--- src/rtl/factory_test_seq.sv ---
// factory_test_seq: pad loopback self-test that drives walking/count/checker patterns and counts mismatches
module factory_test_seq #(
  parameter int SETTLE_CYCLES = 2
) (
  input  logic       clk,
  input  logic       rst_n,
  input  logic       ena,
  input  logic [7:0] ui_in,
  output logic [7:0] uo_out,
  input  logic [7:0] uio_in,
  output logic [7:0] uio_out,
  output logic [7:0] uio_oe
);
  typedef enum logic [1:0] {IDLE, SETTLE, CHECK, DONE} state_e;
  state_e state_q;
  logic [1:0] mode_q;
  logic [7:0] step_q, err_q, pat_d, err_d, one_d;
  logic [3:0] cnt_q;
  logic start_q, aborted_q, start_ev, abort, busy, done, pass, last, unused_ok;
  always_comb begin
    one_d = 8'd1 << step_q[2:0];
    pat_d = mode_q == 2'd0 ? one_d :
            mode_q == 2'd1 ? ~one_d :
            mode_q == 2'd2 ? step_q :
            step_q[0] ? 8'hAA : 8'h55;
    last = mode_q == 2'd2 ? step_q == 8'hFF :
           mode_q == 2'd3 ? step_q == 8'd15 : step_q == 8'd7;
    err_d = (uio_in != pat_d && err_q != 8'hFF) ? err_q + 8'd1 : err_q;
  end
  assign start_ev  = ui_in[0] & ~start_q;
  assign abort     = ui_in[7];
  assign busy      = state_q == SETTLE || state_q == CHECK;
  assign done      = state_q == DONE;
  assign pass      = done & ~aborted_q & (err_q == 8'd0);
  assign uio_out   = busy ? pat_d : 8'h00;
  assign uio_oe    = {8{busy}};
  assign uo_out    = ui_in[3] ? err_q : {busy, done, pass, aborted_q, err_q[3:0]};
  assign unused_ok = &{1'b0, ui_in[6:4]};
  always_ff @(posedge clk) begin
    if (!rst_n) begin
      state_q   <= IDLE;
      mode_q    <= 2'd0;
      step_q    <= 8'd0;
      err_q     <= 8'd0;
      cnt_q     <= 4'd0;
      start_q   <= 1'b0;
      aborted_q <= 1'b0;
    end else if (ena) begin
      start_q <= ui_in[0];
      case (state_q)
        SETTLE: begin
          if (abort) begin
            aborted_q <= 1'b1;
            state_q   <= DONE;
          end else if (cnt_q == 4'(SETTLE_CYCLES - 1)) begin
            cnt_q   <= 4'd0;
            state_q <= CHECK;
          end else cnt_q <= cnt_q + 4'd1;
        end
        CHECK: begin
          // abort wins over the compare so the interrupted step is never counted
          if (abort) begin
            aborted_q <= 1'b1;
            state_q   <= DONE;
          end else begin
            err_q <= err_d;
            if (last) state_q <= DONE;
            else begin
              step_q  <= step_q + 8'd1;
              state_q <= SETTLE;
            end
          end
        end
        default: begin
          if (start_ev) begin
            mode_q    <= ui_in[2:1];
            step_q    <= 8'd0;
            err_q     <= 8'd0;
            cnt_q     <= 4'd0;
            aborted_q <= 1'b0;
            state_q   <= SETTLE;
          end
        end
      endcase
    end
  end
endmodule

--- config.mk ---
export PLATFORM = sky130hd
export DESIGN_NAME = factory_test_seq
export DESIGN_NICKNAME = d
export VERILOG_FILES = /design/src/rtl/factory_test_seq.sv
export SDC_FILE = /design/constraint.sdc
export NUM_CORES = 1
export LEC_CHECK = 0
export ABC_AREA = 1
export CORE_MARGIN = 1
export CORE_UTILIZATION = 40
export DETAILED_ROUTE_END_ITERATION = 8
export REMOVE_ABC_BUFFERS = 1
export SYNTH_ARGS = -nofsm -noshare
export SYNTH_HDL_FRONTEND = slang
export SYNTH_SLANG_ARGS = --single-unit
--- constraint.sdc ---
create_clock -name clk -period 2.1 [get_ports clk]
set_input_delay 0.42 -clock clk [delete_from_list [all_inputs] [get_ports clk]]
set_output_delay 0.42 -clock clk [all_outputs]
set_load 0.05 [all_outputs]
# After elaboration in Yosys (flattened, before gate mapping)
# Index checks and enable logic that the tools add are counted.
# W data, S select, Z words.
dict set report classes {
  n_addsub 3
  mul 0
  div 0
  n_lt_le_gt_ge 0
  n_eq_ne 18
  shift 1
  muxes 28
  bitwise 9
  reduce_logical 15
}
# operator n
set op_table {}
lappend op_table {{$mux W8} 11}
lappend op_table {{$pmux W8 S2} 2}
lappend op_table {{$add A8 B1 Y8 const B} 2}
lappend op_table {{$mux W4} 3}
lappend op_table {{$mux W2} 5}
lappend op_table {{$reduce_and A5 Y1} 2}
lappend op_table {{$reduce_and A3 Y1} 3}
lappend op_table {{$eq A2 B2 Y1 const B} 4}
lappend op_table {{$eq A8 B3 Y1 const B} 1}
lappend op_table {{$eq A8 B4 Y1 const B} 1}
lappend op_table {{$eq A8 B8 Y1 const B} 1}
lappend op_table {{$logic_not A8 Y1} 1}
lappend op_table {{$ne A2 B2 Y1 const B} 4}
lappend op_table {{$ne A8 B8 Y1} 1}
lappend op_table {{$ne A8 B8 Y1 const B} 1}
lappend op_table {{$not A8 Y8} 1}
lappend op_table {{$pmux W4 S2} 1}
lappend op_table {{$shl A1 B3 Y8 const A} 1}
lappend op_table {{$reduce_bool A2 Y1} 3}
lappend op_table {{$mux W1} 5}
lappend op_table {{$not A1 Y1} 5}
lappend op_table {{$add A4 B1 Y4 const B} 1}
lappend op_table {{$eq A2 B1 Y1 const B} 2}
lappend op_table {{$eq A4 B1 Y1 const B} 1}
lappend op_table {{10 further kinds} 12}
dict set report totals {
  regBits 26
  latch_bits 0
  ram_bits 0
  rom_bits 0
  inputBits 19
  out_inout_bits 24
  wordCells 81
  mem_count 0
}

# Logic depth before layout (Yosys ltp)
dict set report depth {
  ltp_word 9
  depth_mapped 19
}

# Worst setup path after synthesis
# No wires, ideal clock.
dict set report synth_path {
  path_kind {reg-to-output}
  from {register state_q[0]}
  to {output port uo_out[7]}
  arrival_time_ps 1982
  path_slack_ps -302
  stages_incl_launch_ff 5
  path_buffers 1
  path_cell_list {dfxtp_1 inv_1 ha_1 clkbuf_1 o21ai_0}
}
dict set report synth_between {
  elab_chain_len 3
  elab_cells_between_ends 4
  classes_between {eq/ne (2); mux (1); reduce/logical (1)}
}
# element line_no
set synth_rtl {}
lappend synth_rtl {{from (decl)} 15} ;# state_e state_q;
lappend synth_rtl {{from (signal assigned)} 41} ;# state_q <= IDLE;
lappend synth_rtl {{from (signal assigned)} 54} ;# state_q <= DONE;
lappend synth_rtl {{from (signal assigned)} 57} ;# state_q <= CHECK;
lappend synth_rtl {{$eq A2 B1 Y1 / $eq A2 B2 Y1 (equally long branches)} 32} ;# assign busy = state_q == SETTLE || state_q == CHECK;
lappend synth_rtl {{$logic_or A1 B1 Y1 (*)} 32}
lappend synth_rtl {{$mux W8 (*)} 37} ;# assign uo_out = ui_in[3] ? err_q : {busy, done, pass, aborted_q, err_q[3:0]};
lappend synth_rtl {{to (decl)} 9} ;# output logic [7:0] uo_out,
# Mark *: on every way between the ends. The rest lies on a longest branch, timed or not.

# Final worst setup path
dict set report layout_path {
  from {register step_q[0]}
  to {output port uio_out[6]}
}
dict set report layout_between {
  elab_chain_len 5
  elab_cells_between_ends 7
  classes_between {shift (1); mux (5); bitwise (1)}
}
# element line_no
set layout_rtl {}
lappend layout_rtl {{from (decl)} 17} ;# logic [7:0] step_q, err_q, pat_d, err_d, one_d;
lappend layout_rtl {{from (signal assigned)} 69} ;# step_q <= step_q + 8'd1;
lappend layout_rtl {{$mux W8 / $shl A1 B3 Y8 (equally long branches)} {25, 21}}
lappend layout_rtl {{$mux W8 / $not A8 Y8 (equally long branches)} {24, 23}}
lappend layout_rtl {{$mux W8} 23} ;# mode_q == 2'd1 ? ~one_d :
lappend layout_rtl {{$mux W8 (*)} 22} ;# pat_d = mode_q == 2'd0 ? one_d :
lappend layout_rtl {{$mux W8 (*)} 35} ;# assign uio_out = busy ? pat_d : 8'h00;
lappend layout_rtl {{to (decl)} 11} ;# output logic [7:0] uio_out,
# Marks and branches as above.

==> out/results.txt <==
total track usage - 18.67%
Crit-path slowest cell - dfxtp_4
final std cell area, no fill - 3156 um2
total CTS buffers - 3
cells along the critical path - inv_4 -> ha_4 -> nand2_2 -> inv_2 -> o21ai_2 -> nand2_2 -> a21oi_2 -> buf_12
post-synthesis cell type with the largest combined area - dfxtp_1
DP HPWL - 4.186 mm
CTS H-tree depth - 1
crit path DAT - 1.61 ns
DIE AREA - 5735 um2
Vias/cell - 4.921
Placed Cells - 466
Worst Path Buf+Inv - 3
Setup crit end kind - primary output
post-synth cell types - 34
largest net degree at the start of global routing - 14
CP top delay family - flip-flops
reg2reg end - err_q[1]
initial core utilization - 42.04%
Post-synth ARST share - 0%
xor and xnor area share after synthesis - 0.8055%
Final Non-Filler Cells - 478
post-synthesis mux area share - 0%
flop-to-flop setup slack - 0.11 ns
# rows - 26
Worst Clk Skew - 0.002511 ns
# IOs - 43
sequential area share after synthesis - 23.94%
share of layout cells above drive strength 1 - 24.51%
ys flop type - dfxtp_1
Critical R2R Launch - step_q[1]
max-cap viol count - 0
Port Buffers - 39
Yosys top cell area share - 23.94%
Post-Synth Simple-Gate Area - 37.23%
most frequent cells in the layout - 87 x nand2_1, 42 x inv_1, 35 x nand3_1
hold slack - 0.4916 ns
Die Span Y - 75.73 um
iteration count of the initial detailed-routing pass - 4
switching power total - 645.6 uW
main combinational cell family by area after synthesis - simple AND/OR/NAND/NOR gates
number of global-route vias before repair - 1971
Switching Share - 39.54%
area delta synth->final - 45.11%
clk sink count - 26
1st-iter DRT viols - 57
RePlAce Congestion - 0.8446
Worst R2R Path Depth - 17
CP required - 1.68 ns
Internal - 987.0 uW
combinational share of power - 47.5%
Worst path max stage delay - 0.41 ns
Seq pwr share - 34.6%
Mapped Area - 2175 um2
core area - 5172 um2
Hold Path Origin - start_q
CTS tree - built
total power - 1.633 mW
clock group share of total power - 17.9%
VDD IR max - 0.0003772 V
Critical Path Start Type - flip-flop
Cells after Synth - 354
Routed Antenna Nets - 0
nets - 444
CTS Buffer Depth - 2
worst-margin pin slew - 0.4925 ns
final antenna diode count - 0
maximum fanout along the worst path - 4
Crit Path Class - reg -> out
via count - 2352
final hold viol count - 0
Yosys Warn Count - 0
Final min period - 2.029 ns
Post-DP Area - 2880 um2
total gr overflow - 0
Reg clk slew, reported paths - 0.09 ns
Slew Viols, Final - 0
die width - 75.73 um
first-pass GRT wire length - 8.266 mm
Rel. slew slack - 67.06%
Final Cycle Share - 96.64%
Layout Utilization - 61.01%
routed wire length - 5.487 mm
Lkg Pwr - 1.387 nW
Post-synth EDFFs - 0
Pwr Density - 517.4 nW/um2
WL/cell - 11.48 um
Synth Area in Compound Gates - 14.27%
status - finished, final reports clean
clk_lat worst skew - 0.27 ns
commonest non-fill, non-tap cell in the layout - nand2_1
worst hold endpoint - start_q
Setup violations, final - 0
DRC Markers - 0
synthesized area per cell - 6.143 um2
post-synthesis adder-cell area fraction - 8.631%
Max Fclk - 0.4927 GHz
antenna violations before repair - 0
Root Driver - clkbuf_8
Hold WC Path Type - reg -> reg
register bit total from synthesis - 26
Hold Path Depth - 2
top cells by area, synth - dfxtp_1 24%, nand2_1 16%, ha_1 8.6%
most frequent CP cell - nand2_2
==> cell families (layout without fill, tap and decap cells) <==
family | Yosys count | in the layout
buffers and inverters | 69 | 122
XOR/XNOR | 2 | 2
AO/OA/AOI/OAI | 57 | 57
adder cells (fa/ha/maj) | 15 | 15
AND/OR/NAND/NOR | 185 | 186
flip-flops | 26 | 26
==> sequential cells by signal, indices dropped and copies added, names as in the netlist <==
| signal | cells |
|---|---|
| mode_q | 2 |
| start_q | 1 |
| aborted_q | 1 |
| err_q | 8 |
| cnt_q | 4 |
| step_q | 8 |
| state_q | 2 |
==> Yosys cell counts, drive strengths merged, types with 3 or more instances <==
| cell type | instances |
|---|---|
| nand3 | 37 |
| a21oi | 26 |
| clkbuf | 3 |
| nor3 | 7 |
| nand3b | 3 |
| dfxtp | 26 |
| buf | 17 |
| ha | 15 |
| nand2 | 97 |
| inv | 48 |
| nor2 | 37 |
| o21ai | 24 |
==> worst max-delay path by stage <==
stage	startpoint	to	cells past startpoint	slack, ns
after floorplan	state_q[0]	mode_q[0]	7	-1.56
after global placement	ui_in[0]	step_q[7]	12	-0.16
after detailed placement	ui_in[0]	step_q[7]	12	-0.20
after CTS	step_q[1]	uio_out[5]	8	0.009
after global routing	step_q[0]	uio_out[6]	8	-0.02
final	step_q[0]	uio_out[6]	8	0.07
==> power by group through the flow <==
stage	clock (mW)	sequential [mW]	combinational (mW)
final	0.292	0.565	0.776
after global routing	0.317	0.572	0.842
after CTS	0.300	0.560	0.721
after detailed placement	0	0.571	0.708
after global placement	0	0.570	0.705
after floorplan	0	0.595	0.378
==> worst min-delay path, delay by kind of cell, from the launching register on <==
family           cells  cell delay, ns
flip-flops           1            0.33
AND/OR/NAND/NOR      1            0.06
AO/OA/AOI/OAI        1            0.06
==> timing repair <==
action,CTS,global route
hold buffers,0,0
pin swaps,0,17
buffers inserted,0,8
cloned,0,1
endpoints found under the setup margin,15,26
resized for setup,10,38
==> through the flow <==
step / TNS (ns) / worst slack, ns
2_1_floorplan: -16.85 / -1.559
3_3_place_gp: -1.083 / -0.1629
3_5_place_dp: -1.387 / -0.2039
4_1_cts: 0 / 0.008874
5_1_grt: -0.05040 / -0.02044
6_report: 0 / 0.07054
==> routing by layer <==
metal | vias up | part of all wire [%] | GRT usage, %
li1 | 1237 | - | -
met1 | 1053 | 45 | 21.88
met2 | 51 | 49 | 34.72
met3 | 11 | 3.8 | 2.778
met4 | 0 | 2.2 | 5.967
met5 | - | 0 | 0
==> area by class of cell <==
| type | count | area [um2] |
|---|---|---|
| clock buffers | 3 | 41.29 |
| inverters | 49 | 188.9 |
| multi-input cells | 260 | 1476 |
| repair buffers | 70 | 827.0 |
| flip-flops and latches | 26 | 534.3 |
| well taps | 70 | 87.58 |
| fillers | 475 | 2017 |
No activity file was read; power rests on OpenSTA's default activity.
